## config.mk

```make
export PLATFORM = sky130hd
export DESIGN_NAME = fetch_unit
export DESIGN_NICKNAME = d
export VERILOG_FILES = /design/src/rtl/fetch_unit_pkg.sv /design/src/rtl/fetch_buffer.sv /design/src/rtl/fetch_unit.sv
export SDC_FILE = /design/constraint.sdc
export NUM_CORES = 1
export LEC_CHECK = 0
export CORE_UTILIZATION = 49
export CTS_CLUSTER_SIZE = 16
export DETAILED_ROUTE_END_ITERATION = 6
export PLACE_DENSITY = 0.78
export SYNTH_ARGS = -nofsm -noshare
export SYNTH_HDL_FRONTEND = slang
export SYNTH_SLANG_ARGS = --single-unit
```

## constraint.sdc

```tcl
create_clock -name clk -period 3.1 [get_ports clk]
set_input_delay 0.465 -clock clk [delete_from_list [all_inputs] [get_ports clk]]
set_output_delay 0.465 -clock clk [all_outputs]
set_load 0.02 [all_outputs]
```

## src/rtl/fetch_unit_pkg.sv

```systemverilog
// Shared core definitions for the instruction fetch slice: word width,
// the buffered fetch entry and the fetch control states.
package fetch_unit_pkg;

  localparam int unsigned word_width = 32;

  typedef logic [word_width-1:0] word_t;

  typedef struct packed {
    word_t pc;
    word_t instruction;
  } fetch_entry_t;

  typedef enum logic {
    RESET,
    RUN
  } fetch_state_t;

endpackage

```

## src/rtl/fetch_buffer.sv

```systemverilog
// Two-entry in-order buffer of fetched {pc, instruction} pairs with
// valid/ready on both sides and a synchronous clear.
module fetch_buffer
  import fetch_unit_pkg::*;
(
  input  logic         clk,
  input  logic         clear,
  input  logic         wr_valid,
  output logic         wr_ready,
  input  fetch_entry_t wr_data,
  output logic         rd_valid,
  input  logic         rd_ready,
  output fetch_entry_t rd_data,
  output logic [1:0]   count
);

  fetch_entry_t entry_q [2];
  logic [1:0]   count_q;
  logic [1:0]   wr_index;
  logic         push;
  logic         pop;

  assign rd_valid = count_q != 2'd0;
  assign rd_data  = entry_q[0];
  assign wr_ready = (count_q != 2'd2) || rd_ready;
  assign push     = wr_valid && wr_ready;
  assign pop      = rd_valid && rd_ready;
  assign wr_index = count_q - 2'(pop);
  assign count    = count_q;

  always_ff @(posedge clk) begin
    if (clear) begin
      count_q    <= '0;
      entry_q[0] <= '0;
      entry_q[1] <= '0;
    end else begin
      if (pop) begin
        entry_q[0] <= entry_q[1];
      end
      // Write lands after the surviving entries; overrides the shift into slot 0.
      if (push) begin
        entry_q[wr_index[0]] <= wr_data;
      end
      count_q <= count_q + 2'(push) - 2'(pop);
    end
  end

endmodule

```

## src/rtl/fetch_unit.sv

```systemverilog
// Instruction fetch: sequential pc with redirect, one-cycle-latency memory
// requests and a two-entry buffer presented to decode with valid/ready.
module fetch_unit
  import fetch_unit_pkg::*;
#(
  parameter int unsigned memory_size         = 1024,
  parameter int unsigned memory_address_bits = $clog2(memory_size),
  parameter logic [31:0] reset_pc            = 32'h0000_0000
) (
  input  logic                           clk,
  input  logic                           rst,
  input  logic                           redirect_valid,
  input  logic [31:0]                    redirect_pc,
  output logic                           imem_read_enable,
  output logic [memory_address_bits-3:0] imem_address,
  input  logic [31:0]                    imem_data,
  output logic                           out_valid,
  input  logic                           out_ready,
  output logic [31:0]                    out_instruction,
  output logic [31:0]                    out_pc
);

  fetch_state_t state;
  word_t        pc_q;
  word_t        inflight_pc_q;
  word_t        redirect_target;
  logic         inflight_q;
  logic         transfer;
  logic         buf_clear;
  logic         buf_wr_valid;
  logic         buf_wr_ready;
  logic         buf_rd_valid;
  logic [1:0]   buf_count;
  fetch_entry_t buf_wr_data;
  fetch_entry_t buf_rd_data;

  assign redirect_target = redirect_pc & 32'hFFFF_FFFC;
  assign imem_address    = pc_q[memory_address_bits-1:2];
  assign buf_wr_data     = '{pc: inflight_pc_q, instruction: imem_data};

  // The reset is synchronous, so RESET is exactly the cycle rst is high.
  always_comb begin
    state = rst ? RESET : RUN;
  end

  always_comb begin
    imem_read_enable = 1'b0;
    out_valid        = 1'b0;
    out_instruction  = '0;
    out_pc           = '0;
    transfer         = 1'b0;
    buf_clear        = 1'b1;
    buf_wr_valid     = 1'b0;
    case (state)
      RESET: begin
      end
      RUN: begin
        out_valid       = buf_rd_valid;
        out_instruction = buf_rd_data.instruction;
        out_pc          = buf_rd_data.pc;
        transfer        = buf_rd_valid && out_ready;
        buf_clear       = redirect_valid;
        buf_wr_valid    = inflight_q && buf_wr_ready;
        // Counting this cycle's transfer keeps one request per cycle streaming.
        imem_read_enable = !redirect_valid &&
          ((3'(buf_count) + 3'(inflight_q) - 3'(transfer)) < 3'd2);
      end
      default: begin
      end
    endcase
  end

  always_ff @(posedge clk) begin
    if (rst) begin
      pc_q          <= reset_pc;
      inflight_q    <= 1'b0;
      inflight_pc_q <= '0;
    end else if (redirect_valid) begin
      pc_q       <= redirect_target;
      inflight_q <= 1'b0;
    end else begin
      inflight_q <= imem_read_enable;
      if (imem_read_enable) begin
        inflight_pc_q <= pc_q;
        pc_q          <= pc_q + 32'd4;
      end
    end
  end

  fetch_buffer u_fetch_buffer (
    .clk      (clk),
    .clear    (buf_clear),
    .wr_valid (buf_wr_valid),
    .wr_ready (buf_wr_ready),
    .wr_data  (buf_wr_data),
    .rd_valid (buf_rd_valid),
    .rd_ready (out_ready),
    .rd_data  (buf_rd_data),
    .count    (buf_count)
  );

endmodule

```

==> results of run 1 <==
critical path: stages:
cell	delay, ps
sky130_fd_sc_hd__clkdlybuf4s50_1	420
sky130_fd_sc_hd__o21ai_1	110
sky130_fd_sc_hd__inv_1	90
sky130_fd_sc_hd__ha_1	300
sky130_fd_sc_hd__inv_1	80
sky130_fd_sc_hd__nand2_1	60
sky130_fd_sc_hd__fa_1	400
sky130_fd_sc_hd__xnor2_2	210
sky130_fd_sc_hd__nand3_2	130
sky130_fd_sc_hd__inv_2	90
sky130_fd_sc_hd__buf_4	130
synth_stat cells, types with 4 or more instances:
cell type	count	area share, %
sky130_fd_sc_hd__and3_1	67	4.8
sky130_fd_sc_hd__xor2_1	6	0.60
sky130_fd_sc_hd__o22ai_1	8	0.58
sky130_fd_sc_hd__inv_1	10	0.43
sky130_fd_sc_hd__nor2b_1	67	4.8
sky130_fd_sc_hd__a22oi_1	7	0.60
sky130_fd_sc_hd__nand3_1	11	0.63
sky130_fd_sc_hd__nor4_1	4	0.29
sky130_fd_sc_hd__nand4_1	13	0.93
sky130_fd_sc_hd__a41oi_1	5	0.50
sky130_fd_sc_hd__nor2_1	16	0.69
sky130_fd_sc_hd__buf_2	16	0.92
sky130_fd_sc_hd__ha_1	4	0.58
sky130_fd_sc_hd__nor3_1	8	0.46
sky130_fd_sc_hd__a31oi_1	10	0.72
sky130_fd_sc_hd__edfxtp_1	124	43
sky130_fd_sc_hd__o21ai_1	64	3.7
sky130_fd_sc_hd__buf_4	17	1.5
sky130_fd_sc_hd__xnor2_1	4	0.40
sky130_fd_sc_hd__o21ai_0	11	0.63
sky130_fd_sc_hd__a21oi_1	52	3.0
sky130_fd_sc_hd__nand2_1	213	9.2
sky130_fd_sc_hd__clkbuf_1	38	1.6
sky130_fd_sc_hd__dfxtp_1	63	14
cell type report:
cell class / count / share of cell area [%]
clock buffer: 17 / 3.94
clock inverter: 15 / 1.83
inverter: 11 / 0.382
multi-input combinational: 614 / 30.7
sequential: 187 / 46.2
tap: 225 / 2.61
timing repair buffer: 157 / 14.4
layer usage:
layer	global-route usage (%)	vias to the layer above
met4	8.36	0
met2	31.3	225
met1	28.0	3022
met5	0	-
li1	-	3298
met3	3.70	26
logic make-up (layout without fill, tap and decap cells):
kind of cell               after synthesis  after routing
and+or+nand+nor                        427            427
buffers and inverters                   89            200
xor gates and xnor gates                10             10
other                                    1              2
muxes                                    2              2
AOI/OAI and AO/OA                      168            168
DFF                                    187            187
adders and majority gates                5              5
timing repair:
| action | 4_1_cts | 5_1_grt |
|---|---|---|
| endpoints found under the setup margin | 1 | 14 |
| pin swaps | 0 | 1 |
| hold buffers | 0 | 0 |
| gates resized for setup | 3 | 6 |
layout by cell type (no fill, tap or decap), types with 4 or more instances in the layout:
cell / n
sky130_fd_sc_hd__nand2_1: 213
sky130_fd_sc_hd__clkdlybuf4s50_1: 134
sky130_fd_sc_hd__edfxtp_1: 124
sky130_fd_sc_hd__nor2b_1: 67
sky130_fd_sc_hd__and3_1: 67
sky130_fd_sc_hd__o21ai_1: 64
sky130_fd_sc_hd__dfxtp_1: 63
sky130_fd_sc_hd__a21oi_1: 52
sky130_fd_sc_hd__buf_4: 18
sky130_fd_sc_hd__clkbuf_16: 17
sky130_fd_sc_hd__nor2_1: 15
sky130_fd_sc_hd__nand4_1: 13
sky130_fd_sc_hd__o21ai_0: 11
sky130_fd_sc_hd__nand3_1: 11
sky130_fd_sc_hd__inv_1: 10
sky130_fd_sc_hd__a31oi_1: 10
sky130_fd_sc_hd__o22ai_1: 8
sky130_fd_sc_hd__nor3_1: 7
sky130_fd_sc_hd__a22oi_1: 7
sky130_fd_sc_hd__xor2_1: 6
sky130_fd_sc_hd__a41oi_1: 5
sky130_fd_sc_hd__nor4_1: 4
sky130_fd_sc_hd__ha_1: 4
sky130_fd_sc_hd__clkinv_4: 4
sky130_fd_sc_hd__bufinv_16: 4
per-stage QoR:
step | util [%] | TNS, ps
2_1_floorplan | - | 0
3_3_place_gp | 58.7 | -4550
3_5_place_dp | 58.7 | -6770
4_1_cts | 62.3 | 0
5_1_grt | 62.4 | 0
6_report | 62.4 | 0
final timing paths:
kind         slack, ps                     from                      end  depth (start not counted)
max                150                out_ready         imem_read_enable                         11
min                420           redirect_valid  u_fetch_buffer.count[1]                          2
max reg2reg        260  u_fetch_buffer.count[1]                 pc_q[14]                         12
min reg2reg        460         inflight_pc_q[5]         inflight_pc_q[5]                          2
power breakdown:
part           leakage [nW]  internal [mW]  switching [mW]
sequential             1.90           2.78          0.0724
clock                 0.303           1.35           0.925
combinational          1.84          0.246           0.306
flip-flops by register name (all words and copies together), names as in the netlist:
register / cells
inflight_pc_q: 30
inflight_q: 1
pc_q: 30
u_fetch_buffer.count: 2
u_fetch_buffer.entry_q: 124
==> results list, run 1 <==
- Result of the run: finished clean
- Half-perimeter wire length after placement: approximately 11 mm
- In this run the cell area measured after placement is around 0.010 mm2.
* Clock insertion delay at the later pin of the skew report: roughly 430 ps
- Worst hold slack: 418 ps
- Worst Clk Skew: 6.72 ps
* Total number of vias: ~6600
* Sequential cell area in the final layout: 0.00498 mm2
- Entering global routing, the biggest net connects roughly 130 pins.
- The first global-routing pass estimated between 20 and 30 mm of wire.
- Yosys mapped a number of flops with a built-in enable equal to 124.
* Deepest clock path buffer count: 2
* Largest voltage drop on the vdd net: around 0.43 mV
* Path type of the worst min-delay path: in -> reg
* Detailed-route DRC error count: 0
- The H-tree was split into 4 levels.
* Netlist area before placement: slightly below 0.009 mm2
- Fraction of final layout cells with drive strength greater than 1: under 10%
* Setup Viol. Count Final: 0
* Post-synth ARST share: 0%
* RSZ-0062 raised after global routing: no
- For this block, the initial DRC count from the detailed router was roughly 480.
- Fraction of synthesized cell area in xor and xnor cells: about 1%
- Summing all multi-input logic gate instances after layout gives around 0.0033 mm2.
* CTS tree: built
- From synthesis to final layout, the design area changed by 24.1%.
- For this run, the register share of the synthesized area comes to a little under three fifths.
- Cell chosen for the clock root: sky130_fd_sc_hd__clkbuf_16
* Drt total wl: between 15 and 20 mm
- Number of routed nets with antenna violations: 0
- Die Ht: between 100 and 150 um
- Layout filler cell count: 1451
- The number of hold-slack violations in the final timing report came to 0.
- Wire per inst: roughly 15 um
* Worst rel slew slack: between 50% and 60%
- Final std cells w/o fill: between 1000 and 1500
* Initial antenna violation count: 0
* Layout Cell Area excl Fill: ~0.011 mm2
- Uppermost layer routed: met4
* Distinct cell type count of the synthesized netlist: a little under 60
- From left edge to right edge, the die measures between 100 and 150 um.
* Share of the clock period used by the worst path after layout: around 95%
* Avg Synthesized Cell Area: approximately 10 um2
- Max-cap violations in this run came to 0.
- Place WS: -323 ps
* Metal-1 WL: 8.00 mm
- Die Outline Area: about 0.018 mm2
* Count of clock tree sinks: between 150 and 200
- Crit path capture type: output pin
* Total of warnings raised by yosys: 0
- Number of antenna repair diodes: 0
- For the worst setup path, the data arrival time is 2490 ps.
* Startpoint type of the worst setup path: primary input
- Once routing completed, OpenROAD measured the worst setup slack at about 150 ps.
* Share of synthesized area spent on multiplexers: less than 1%
* Required time at the endpoint of the critical path: roughly 2600 ps
- The max-slew violation count was 0.
* Number of detailed-route iterations in the first pass: 5
* Count of state elements after synthesis: approximately 190
- In the detailed route, the total length drawn on met3 is between 1 and 1.5 mm.
- In this run the power density over the cells is roughly 530 mW/mm2.
* Leakage dissipation: about 4.0 nW
* Fraction of the mapped netlist area in compound gates: a little over a tenth
* Largest family of logic cells by synthesized area: simple AND/OR/NAND/NOR gates
* Post-CTS setup-driven buffer insertion count: 0
* Max Fclk: ~0.34 GHz
- In the detailed route, the total length drawn on met2 is 8.51 mm.
* Main synth FF type: sky130_fd_sc_hd__edfxtp_1
- After floorplanning, the core was divided into 48 placement rows.
* Crit-path max FO: 3
- The critical path is of the in -> out type.
- After Yosys synthesis, full adders, half adders and majority gates account for less than 1% of the synthesized area.
- During I/O placement, the number of pins put on the boundary was between 100 and 150.
- Number of global-route vias before repair: 5826
* Overall global routing resource usage: approximately 20%
- Final total power: 5.68 mW
- Number of port buffers: between 100 and 150
* Effective utilization at floorplan: 50.3%
* Weighted congestion at the end of routability-driven global placement: just under 0.9
- At the end of the flow, the number of nets in the layout was roughly 1100.
- After detailed routing, the number of vias per cell comes to ~5.4.
- Synthesized instance count: just under 900
* Fin crit period: around 3000 ps
- Worst-Margin Slew: roughly 640 ps
- The core region is around 0.017 mm2.
- Placed Instances: 1194
* Area fraction in and, or, nand and nor cells after synthesis: 24.7%
- TritonCTS created 17 clock buffers.
- After clock tree synthesis, the clock-pin slew on the worst setup and hold paths is about 70 ps.
- For this run the aggregate overflow at the end of global routing stands at 0.
No activity file was read; power rests on OpenSTA's default activity.
==> inputs of run 2 (changes only) <==
--- a/config.mk
+++ b/config.mk
@@ -9,6 +9,7 @@
 export CTS_CLUSTER_SIZE = 16
 export DETAILED_ROUTE_END_ITERATION = 6
 export PLACE_DENSITY = 0.78
+export SLEW_MARGIN = 20
 export SYNTH_ARGS = -nofsm -noshare
 export SYNTH_HDL_FRONTEND = slang
 export SYNTH_SLANG_ARGS = --single-unit
==> results of run 2 <==
Same layout as run 1: the final DEF is identical, and so are final timing and power.
==> inputs of run 3 (changes only) <==
--- a/config.mk
+++ b/config.mk
@@ -9,7 +9,7 @@
 export CTS_CLUSTER_SIZE = 16
 export DETAILED_ROUTE_END_ITERATION = 6
 export PLACE_DENSITY = 0.78
-export SLEW_MARGIN = 20
+export SLEW_MARGIN = 30
 export SYNTH_ARGS = -nofsm -noshare
 export SYNTH_HDL_FRONTEND = slang
 export SYNTH_SLANG_ARGS = --single-unit
==> results of run 3 <==
Same layout as run 1: the final DEF is identical, and so are final timing and power.
